--- src/rtl/multicycle_control_if.sv ---
// multicycle_control_if: bundles the memory handshakes, the instruction word,
// the ALU zero flag and every datapath control output of the multi-cycle
// MIPS controller. The controller side is "master", the datapath/memory side
// is "slave".
interface multicycle_control_if #(
   parameter int ALUOP_W = 5,
   parameter int CNT_W   = 32
) ();

   logic [31:0]        instr;
   logic               imem_req;
   logic               imem_ready;
   logic               dmem_req;
   logic               dmem_we;
   logic               dmem_ready;
   logic               Zero;
   logic               IRWrite;
   logic               PCWrite;
   logic [1:0]         PCSrc;
   logic               RegDst;
   logic               RegWrite;
   logic               MemToReg;
   logic               ALUSrc;
   logic               ExtOp;
   logic [ALUOP_W-1:0] ALUOp;
   logic               nBranch;
   logic               trap;
   logic [1:0]         trap_cause;
   logic [CNT_W-1:0]   instr_retired;
   logic [2:0]         state;

   modport master (
      input  instr, imem_ready, dmem_ready, Zero,
      output imem_req, dmem_req, dmem_we, IRWrite, PCWrite, PCSrc, RegDst,
             RegWrite, MemToReg, ALUSrc, ExtOp, ALUOp, nBranch, trap,
             trap_cause, instr_retired, state
   );

   modport slave (
      output instr, imem_ready, dmem_ready, Zero,
      input  imem_req, dmem_req, dmem_we, IRWrite, PCWrite, PCSrc, RegDst,
             RegWrite, MemToReg, ALUSrc, ExtOp, ALUOp, nBranch, trap,
             trap_cause, instr_retired, state
   );

endinterface

--- src/rtl/multicycle_control.sv ---
// multicycle_control: multi-cycle MIPS control unit. Each instruction walks
// FETCH -> DECODE -> EXEC [-> MEM] [-> WB] and the datapath controls are
// driven per state from a latched copy of opcode/funct (the IR). Memory
// handshakes may take any number of cycles; an optional wait limit turns a
// stuck memory into a sticky trap. ALUOP_W must be at least 4.
module multicycle_control #(
   parameter int ALUOP_W     = 5,
   parameter int MEM_TIMEOUT = 0,
   parameter int CNT_W       = 32
) (
   input logic                  clk,
   input logic                  rst,
   multicycle_control_if.master bus
);

   typedef enum logic [2:0] {
      FETCH  = 3'd0,
      DECODE = 3'd1,
      EXEC   = 3'd2,
      MEM    = 3'd3,
      WB     = 3'd4,
      TRAP   = 3'd7
   } state_e;

   localparam int WAIT_W  = (MEM_TIMEOUT > 0) ? $clog2(MEM_TIMEOUT + 1) : 1;
   localparam int TO_LAST = (MEM_TIMEOUT > 0) ? MEM_TIMEOUT - 1 : 0;

   localparam logic [3:0] ALU_ADD  = 4'd0;
   localparam logic [3:0] ALU_ADDU = 4'd1;
   localparam logic [3:0] ALU_SUB  = 4'd2;
   localparam logic [3:0] ALU_SUBU = 4'd3;
   localparam logic [3:0] ALU_AND  = 4'd4;
   localparam logic [3:0] ALU_OR   = 4'd5;
   localparam logic [3:0] ALU_SLT  = 4'd6;
   localparam logic [3:0] ALU_SLL  = 4'd7;
   localparam logic [3:0] ALU_SRL  = 4'd8;
   localparam logic [3:0] ALU_LUI  = 4'd9;

   state_e            state_d, state_q;
   logic [5:0]        irOp_q, irFunct_q;
   logic [WAIT_W-1:0] waitCnt_d, waitCnt_q;
   logic              trap_d, trap_q;
   logic [1:0]        cause_d, cause_q;
   logic [CNT_W-1:0]  retired_q;
   logic              retire;
   logic              timeoutHit;

   logic              legal, isRType, isJump, isBranch, isBne;
   logic              isLoad, isStore, useImm, extSign;
   logic [3:0]        aluCode;

   logic              imemReq, dmemReq, dmemWe, irWrite, pcWrite;
   logic [1:0]        pcSrc;
   logic              regDst, regWrite, memToReg, aluSrc, extOp, nBranch;
   logic [3:0]        aluOp;

   // The wait limit is hit when this would be the MEM_TIMEOUT-th idle cycle.
   assign timeoutHit = (MEM_TIMEOUT > 0) && (waitCnt_q == WAIT_W'(TO_LAST));

   // Decode the latched opcode/funct into instruction class and ALU settings.
   always_comb begin
      legal    = 1'b1;
      isRType  = 1'b0;
      isJump   = 1'b0;
      isBranch = 1'b0;
      isBne    = 1'b0;
      isLoad   = 1'b0;
      isStore  = 1'b0;
      useImm   = 1'b0;
      extSign  = 1'b1;
      aluCode  = ALU_ADD;
      case (irOp_q)
         6'h00: begin
            isRType = 1'b1;
            case (irFunct_q)
               6'h20: aluCode = ALU_ADD;
               6'h21: begin aluCode = ALU_ADDU; extSign = 1'b0; end
               6'h22: aluCode = ALU_SUB;
               6'h23: begin aluCode = ALU_SUBU; extSign = 1'b0; end
               6'h24: aluCode = ALU_AND;
               6'h25: aluCode = ALU_OR;
               6'h2A: aluCode = ALU_SLT;
               6'h00: aluCode = ALU_SLL;
               6'h02: aluCode = ALU_SRL;
               default: legal = 1'b0;
            endcase
         end
         6'h02: isJump = 1'b1;
         6'h04: begin isBranch = 1'b1; aluCode = ALU_SUB; end
         6'h05: begin isBranch = 1'b1; isBne = 1'b1; aluCode = ALU_SUB; end
         6'h09: begin useImm = 1'b1; aluCode = ALU_ADDU; end
         6'h0A: begin useImm = 1'b1; aluCode = ALU_SLT; end
         6'h0D: begin useImm = 1'b1; aluCode = ALU_OR; extSign = 1'b0; end
         6'h0F: begin useImm = 1'b1; aluCode = ALU_LUI; end
         6'h23: begin isLoad = 1'b1; useImm = 1'b1; aluCode = ALU_ADD; end
         6'h2B: begin isStore = 1'b1; useImm = 1'b1; aluCode = ALU_ADD; end
         default: legal = 1'b0;
      endcase
   end

   // Next-state, per-state controls, trap capture and memory wait counting.
   always_comb begin
      state_d   = state_q;
      waitCnt_d = waitCnt_q;
      trap_d    = trap_q;
      cause_d   = cause_q;
      retire    = 1'b0;
      imemReq   = 1'b0;
      dmemReq   = 1'b0;
      dmemWe    = 1'b0;
      irWrite   = 1'b0;
      pcWrite   = 1'b0;
      pcSrc     = 2'd0;
      regDst    = 1'b0;
      regWrite  = 1'b0;
      memToReg  = 1'b0;
      aluSrc    = 1'b0;
      extOp     = 1'b0;
      aluOp     = 4'd0;
      nBranch   = 1'b0;
      case (state_q)
         FETCH: begin
            imemReq = 1'b1;
            if (bus.imem_ready) begin
               irWrite = 1'b1;
               pcWrite = 1'b1;
               pcSrc   = 2'd0;
               state_d = DECODE;
            end else if (timeoutHit) begin
               state_d = TRAP;
               trap_d  = 1'b1;
               cause_d = 2'b10;
            end
         end
         DECODE: begin
            if (!legal) begin
               state_d = TRAP;
               trap_d  = 1'b1;
               cause_d = 2'b01;
            end else begin
               state_d = EXEC;
            end
         end
         EXEC: begin
            aluOp   = aluCode;
            aluSrc  = useImm;
            extOp   = extSign;
            nBranch = isBne;
            if (isJump) begin
               pcWrite = 1'b1;
               pcSrc   = 2'd2;
               retire  = 1'b1;
               state_d = FETCH;
            end else if (isBranch) begin
               if (bus.Zero ^ isBne) begin
                  pcWrite = 1'b1;
                  pcSrc   = 2'd1;
               end
               retire  = 1'b1;
               state_d = FETCH;
            end else if (isLoad || isStore) begin
               state_d = MEM;
            end else begin
               state_d = WB;
            end
         end
         MEM: begin
            aluOp   = aluCode;
            aluSrc  = useImm;
            extOp   = extSign;
            dmemReq = 1'b1;
            dmemWe  = isStore;
            if (bus.dmem_ready) begin
               if (isStore) begin
                  retire  = 1'b1;
                  state_d = FETCH;
               end else begin
                  state_d = WB;
               end
            end else if (timeoutHit) begin
               state_d = TRAP;
               trap_d  = 1'b1;
               cause_d = 2'b10;
            end
         end
         WB: begin
            aluOp    = aluCode;
            aluSrc   = useImm;
            extOp    = extSign;
            regWrite = 1'b1;
            memToReg = isLoad;
            regDst   = isRType;
            retire   = 1'b1;
            state_d  = FETCH;
         end
         default: begin
            state_d = TRAP;
         end
      endcase
      if (state_d != state_q) begin
         waitCnt_d = '0;
      end else if (state_q == FETCH || state_q == MEM) begin
         waitCnt_d = waitCnt_q + WAIT_W'(1);
      end
   end

   // State, IR, wait counter, trap flags and retire counter; reset clears all.
   always_ff @(posedge clk) begin
      if (rst) begin
         state_q   <= FETCH;
         irOp_q    <= '0;
         irFunct_q <= '0;
         waitCnt_q <= '0;
         trap_q    <= 1'b0;
         cause_q   <= 2'b00;
         retired_q <= '0;
      end else begin
         state_q   <= state_d;
         waitCnt_q <= waitCnt_d;
         trap_q    <= trap_d;
         cause_q   <= cause_d;
         if (retire) begin
            retired_q <= retired_q + CNT_W'(1);
         end
         if (irWrite) begin
            irOp_q    <= bus.instr[31:26];
            irFunct_q <= bus.instr[5:0];
         end
      end
   end

   // While reset is held every output reads as zero, dropping any request.
   assign bus.imem_req      = rst ? 1'b0 : imemReq;
   assign bus.dmem_req      = rst ? 1'b0 : dmemReq;
   assign bus.dmem_we       = rst ? 1'b0 : dmemWe;
   assign bus.IRWrite       = rst ? 1'b0 : irWrite;
   assign bus.PCWrite       = rst ? 1'b0 : pcWrite;
   assign bus.PCSrc         = rst ? 2'd0 : pcSrc;
   assign bus.RegDst        = rst ? 1'b0 : regDst;
   assign bus.RegWrite      = rst ? 1'b0 : regWrite;
   assign bus.MemToReg      = rst ? 1'b0 : memToReg;
   assign bus.ALUSrc        = rst ? 1'b0 : aluSrc;
   assign bus.ExtOp         = rst ? 1'b0 : extOp;
   assign bus.ALUOp         = rst ? '0 : ALUOP_W'(aluOp);
   assign bus.nBranch       = rst ? 1'b0 : nBranch;
   assign bus.trap          = rst ? 1'b0 : trap_q;
   assign bus.trap_cause    = rst ? 2'b00 : cause_q;
   assign bus.instr_retired = rst ? '0 : retired_q;
   assign bus.state         = rst ? 3'd0 : state_q;

endmodule

--- src/flat_wrapper.sv ---
// flat-port wrapper written by rule: the top's interface ports become plain ports
module multicycle_control_flat 
#(
   parameter int ALUOP_W     = 5,
   parameter int MEM_TIMEOUT = 0,
   parameter int CNT_W       = 32
)
  (clk, rst, bus_instr, bus_imem_ready, bus_dmem_ready, bus_Zero, bus_imem_req, bus_dmem_req, bus_dmem_we, bus_IRWrite, bus_PCWrite, bus_PCSrc, bus_RegDst, bus_RegWrite, bus_MemToReg, bus_ALUSrc, bus_ExtOp, bus_ALUOp, bus_nBranch, bus_trap, bus_trap_cause, bus_instr_retired, bus_state);
  multicycle_control_if #(.ALUOP_W(ALUOP_W), .CNT_W(CNT_W)) bus_i ();
  input logic clk;
  input logic rst;
  input wire logic [$bits(bus_i.instr)-1:0] bus_instr;
  input wire logic [$bits(bus_i.imem_ready)-1:0] bus_imem_ready;
  input wire logic [$bits(bus_i.dmem_ready)-1:0] bus_dmem_ready;
  input wire logic [$bits(bus_i.Zero)-1:0] bus_Zero;
  output wire logic [$bits(bus_i.imem_req)-1:0] bus_imem_req;
  output wire logic [$bits(bus_i.dmem_req)-1:0] bus_dmem_req;
  output wire logic [$bits(bus_i.dmem_we)-1:0] bus_dmem_we;
  output wire logic [$bits(bus_i.IRWrite)-1:0] bus_IRWrite;
  output wire logic [$bits(bus_i.PCWrite)-1:0] bus_PCWrite;
  output wire logic [$bits(bus_i.PCSrc)-1:0] bus_PCSrc;
  output wire logic [$bits(bus_i.RegDst)-1:0] bus_RegDst;
  output wire logic [$bits(bus_i.RegWrite)-1:0] bus_RegWrite;
  output wire logic [$bits(bus_i.MemToReg)-1:0] bus_MemToReg;
  output wire logic [$bits(bus_i.ALUSrc)-1:0] bus_ALUSrc;
  output wire logic [$bits(bus_i.ExtOp)-1:0] bus_ExtOp;
  output wire logic [$bits(bus_i.ALUOp)-1:0] bus_ALUOp;
  output wire logic [$bits(bus_i.nBranch)-1:0] bus_nBranch;
  output wire logic [$bits(bus_i.trap)-1:0] bus_trap;
  output wire logic [$bits(bus_i.trap_cause)-1:0] bus_trap_cause;
  output wire logic [$bits(bus_i.instr_retired)-1:0] bus_instr_retired;
  output wire logic [$bits(bus_i.state)-1:0] bus_state;
  assign bus_i.instr = bus_instr;
  assign bus_i.imem_ready = bus_imem_ready;
  assign bus_i.dmem_ready = bus_dmem_ready;
  assign bus_i.Zero = bus_Zero;
  assign bus_imem_req = bus_i.imem_req;
  assign bus_dmem_req = bus_i.dmem_req;
  assign bus_dmem_we = bus_i.dmem_we;
  assign bus_IRWrite = bus_i.IRWrite;
  assign bus_PCWrite = bus_i.PCWrite;
  assign bus_PCSrc = bus_i.PCSrc;
  assign bus_RegDst = bus_i.RegDst;
  assign bus_RegWrite = bus_i.RegWrite;
  assign bus_MemToReg = bus_i.MemToReg;
  assign bus_ALUSrc = bus_i.ALUSrc;
  assign bus_ExtOp = bus_i.ExtOp;
  assign bus_ALUOp = bus_i.ALUOp;
  assign bus_nBranch = bus_i.nBranch;
  assign bus_trap = bus_i.trap;
  assign bus_trap_cause = bus_i.trap_cause;
  assign bus_instr_retired = bus_i.instr_retired;
  assign bus_state = bus_i.state;
  multicycle_control #(.ALUOP_W(ALUOP_W), .MEM_TIMEOUT(MEM_TIMEOUT), .CNT_W(CNT_W)) u_core (.clk(clk), .rst(rst), .bus(bus_i));
endmodule
--- config.mk ---
export PLATFORM = sky130hd
export DESIGN_NAME = multicycle_control_flat
export DESIGN_NICKNAME = d
export VERILOG_FILES = /design/src/rtl/multicycle_control_if.sv /design/src/rtl/multicycle_control.sv /design/src/flat_wrapper.sv
export SDC_FILE = /design/constraint.sdc
export NUM_CORES = 1
export LEC_CHECK = 0
export CORE_MARGIN = 2
export CORE_UTILIZATION = 48
export DETAILED_ROUTE_END_ITERATION = 12
export GPL_ROUTABILITY_DRIVEN = 0
export PLACE_DENSITY = 0.82
export SLEW_MARGIN = 20
export SYNTH_ARGS = -nofsm -noshare
export SYNTH_HDL_FRONTEND = slang
export SYNTH_SLANG_ARGS = --single-unit
--- constraint.sdc ---
create_clock -name clk -period 2.87 [get_ports clk]
set_clock_uncertainty 0.2 [all_clocks]
set_input_delay 0.287 -clock clk [delete_from_list [all_inputs] [get_ports clk]]
set_output_delay 0.287 -clock clk [all_outputs]
set_load 0.05 [all_outputs]
==> results.json <==
{
  "status": "finished, final reports clean",
  "area_growth_pct": 33.2,
  "dieArea_sq_um": 7030,
  "worstHoldStart": "rst",
  "clkLatencyLatePin_ns": 0.31,
  "grt_start_max_net_pins": 32,
  "critical_path.reg2reg.endpoint": "u_core.retired_q[28]",
  "vdd_ir_drop_max_mv": 0.257,
  "hold_viol": 0,
  "critical-path-slowest-cell": "or3_1",
  "ratio_of_final_minimum_period_to_clock_period_pct": 95.2,
  "synth-seq-area-share_pct": 31.4,
  "io_pins": 93,
  "crit_family": "simple AND/OR/NAND/NOR gates",
  "cap_violations": 0,
  "detailed_place_hpwl_mm": 5.65,
  "rsz_0062_raised_after_global_routing": "false",
  "setup.worst_path.start_class": "flip-flop",
  "finish.net_count": 504,
  "total_leakage_power_nw": 1.38,
  "worst_r2r_startpoint": "u_core.irOp_q[1]",
  "gr-total-overflow": 0,
  "fp.coreArea_sq_um": 6240,
  "postLayoutCoreUtil_pct": 65.3,
  "slew_viol_final": 0,
  "worst_path_cell_trace": "buf_4 -> or3_1 -> or3_1 -> nor2_1 -> o21ai_1 -> a21oi_2 -> buf_12",
  "cts_tree": "built",
  "vias": 3161,
  "cts-htree-levels": 2,
  "transition_time_at_the_pin_with_the_least_slew_margin_ns": 1.02,
  "pwr_density_cell_nw_per_um2": 421,
  "rows": 29,
  "timing.hold.worst.class": "primary input to flip-flop",
  "setup.worst_path.class": "flip-flop to primary output",
  "whs_endpoint": "u_core.irOp_q[3]",
  "drc": 0,
  "drt-vias-per-instance": 5.81,
  "max-slew-margin-rel_pct": 32.0,
  "final_layout_size_suffix_gt1_share_pct": 11.8,
  "syn-instance-count": 405,
  "syn_area_per_cell_sq_um": 7.56,
  "synth-warning-count": 0,
  "crit_path_largest_cell_delay_ns": 0.39,
  "timing.critical_path.arrival_ns": 2.24,
  "die_width_microns": 83.9,
  "num_antenna_cells": 0,
  "fin_ws_ns": 0.139,
  "chipHeight_microns": 83.9,
  "cts_inserted_buffers": 5,
  "timing.critical_path.fanout_max": 11,
  "first_iter_violations": 132,
  "sequential_cell_area_sq_um": 962,
  "worst_path_most_repeated_cell": "or3_1",
  "nFillCells": 540,
  "numPortBuffers": 70,
  "fmaxAchievable_mhz": 366,
  "clock_pin_slew_worst_setup_and_hold_paths_ns": 0.09,
  "totalWireLength_mm": 7.66,
  "clock_path_buffers": 2,
  "post_place_setup_slack_ns": 0.218,
  "post_cts.resized_instances": 0,
  "netlist-cell-type-count": 55,
  "synth_top_flop_cell": "dfxtp_1",
  "rr_worst_depth": 5,
  "worst-r2r-setup-slack_ns": 0.21,
  "timing.critical_path.buf_inv": 2,
  "type_of_element_capturing_the_critical_path": "primary output",
  "routedWlPerCell_microns": 14.1,
  "number_of_flops_mapped_to_enable_cells_by_yosys": 0,
  "post_cts_buffers": 0,
  "area_occupied_by_multi_input_gates_sq_um": 1960,
  "synthArstFlopShare_pct": 0,
  "drt.antenna.violating_nets": 0,
  "timing.hold.worst_path_depth": 2,
  "clock_sink_count": 48,
  "grt_util_all_layers_pct": 21.2,
  "fin_crit_ns": 2.73,
  "first_pass_grt_wire_length_mm": 12.5,
  "worst_path_required_time_ns": 2.38,
  "first_global_vias": 2745,
  "detailedRoute.firstPassIterationCount": 4,
  "starting_density_of_the_core_pct": 49.1,
  "count_of_state_elements_after_synthesis": 48,
  "antenna_found_initial": 0,
  "clock-root-buffer": "clkbuf_8",
  "hold_ws_ns": 0.238,
  "mappedNetlistArea_sq_um": 3060,
  "setup_viol": 0,
  "post_cts_hold_buffer_count": 0
}
[stage by stage]
stage | power, mW | instance area (sq um) | TNS (ns) | instances
global route | 1.79 | 4080 | 0 | 544
floorplan | 1.09 | 3080 | -0.158 | 406
CTS | 1.71 | 4050 | 0 | 544
detailed placement | 1.22 | 3940 | 0 | 536
finish | 1.72 | 4080 | 0 | 544
global placement | 1.21 | 3940 | 0 | 536
[cell type report]
type | instances | share of cell area, %
Timing Repair Buffer | 85 | 22.6
Sequential cell | 48 | 23.6
Clock inverter | 3 | 1.04
Tap cell | 77 | 2.36
Inverter | 6 | 0.552
Multi-Input combinational cell | 320 | 48.1
Clock buffer | 5 | 1.69
[routing by layer]
| metal | vias to the layer above | global-route usage [%] | share of wire (%) |
|---|---|---|---|
| met4 | 0 | 5.43 | 0.82 |
| li1 | 1575 | - | - |
| met1 | 1473 | 28.0 | 45 |
| met5 | - | 0 | 0 |
| met2 | 107 | 35.1 | 48 |
| met3 | 6 | 4.65 | 6.1 |
[registers in the layout, indices dropped and copies added, names as in the netlist]
| register | flops |
|---|---|
| u_core.retired_q | 32 |
| u_core.irOp_q | 6 |
| u_core.trap_q | 1 |
| u_core.irFunct_q | 6 |
| u_core.state_q | 3 |
[cell families (layout without fill, tap and decap cells)]
kind of cell / Yosys count / count (layout) / synth area share (%)
XOR/XNOR: 9 / 9 / 2.57
multiplexers: 8 / 8 / 2.90
other: 1 / 2 / 0.122
AO/OA/AOI/OAI: 82 / 82 / 17.2
buffers and inverters: 38 / 99 / 5.93
flip-flops: 48 / 48 / 31.4
adder cells (fa/ha/maj): 1 / 1 / 0.409
AND/OR/NAND/NOR: 218 / 218 / 39.5
[worst reg2reg max path: stages (launching register included)]
cell and delay, ns:
dfxtp_1 0.52, or3b_1 0.44, a2111oi_4 0.45, nor3_4 0.21
nor4_1 0.39, mux2_1 0.35
[worst max-delay path by stage]
stage | from | to | slack (ns) | depth (start not counted)
after floorplan | u_core.state_q[0] | bus_dmem_we | -0.15 | 5
after global placement | bus_dmem_ready | u_core.retired_q[23] | 0.25 | 6
after detailed placement | bus_dmem_ready | u_core.retired_q[23] | 0.22 | 6
after CTS | u_core.irOp_q[5] | bus_ALUOp[1] | 0.005 | 6
after global routing | u_core.irOp_q[0] | bus_ALUOp[1] | 0.01 | 7
final | u_core.irOp_q[0] | bus_ALUOp[1] | 0.14 | 7
[placed cells by master, fill, tap and decap left out, types with 2 or more instances in the layout]
cell             netlist  layout
nor3b_1                3       2
a211oi_1               2       2
nand3_1               18      18
a21oi_2                0       2
xnor2_1                5       5
a31oi_1                4       4
nor4_2                 1       2
conb_1                 1       2
mux2_1                 7       7
o31ai_1               11      11
o21ai_0                5       5
buf_12                 0      12
nand3b_1               6       6
xor2_1                 4       4
nor4_1                 9       8
clkdlybuf4s50_1        0      55
nand2_1               52      52
a21oi_1               38      36
clkbuf_8               0       5
nand4_1                5       5
o21ai_1                8       8
inv_1                  6       6
nor2_1                29      27
nor3_1                11      11
a311oi_1               3       3
dfxtp_1               48      47
and3_1                 4       4
or4_1                 15      15
nor2b_2                0       2
nor2b_1               38      36
nor4b_1                2       2
nand2b_1               8       8
or3_1                  8       7
buf_4                  4      17
[report_power, final]
part,total [mW],internal (mW),switching (mW),leakage [nW]
logic,0.467,0.185,0.282,0.939
clock network,0.499,0.258,0.241,0.0541
registers,0.750,0.696,0.0534,0.389
[Yosys cell counts, types with 6 or more instances]
library cell	instances	share of area, %
or4_1	15	3.7
clkbuf_1	21	2.6
inv_1	6	0.74
o21ai_1	8	1.3
or3_1	8	1.6
nor3_1	11	1.8
nor2_1	29	3.6
nand3_1	18	2.9
nand3b_1	6	1.5
o31ai_1	11	2.7
nand2_1	52	6.4
dfxtp_1	48	31
nor4_1	9	1.8
a21oi_1	38	6.2
nand2b_1	8	1.6
mux2_1	7	2.6
nor2b_1	38	7.8
Power figures use the tool's default switching activity.
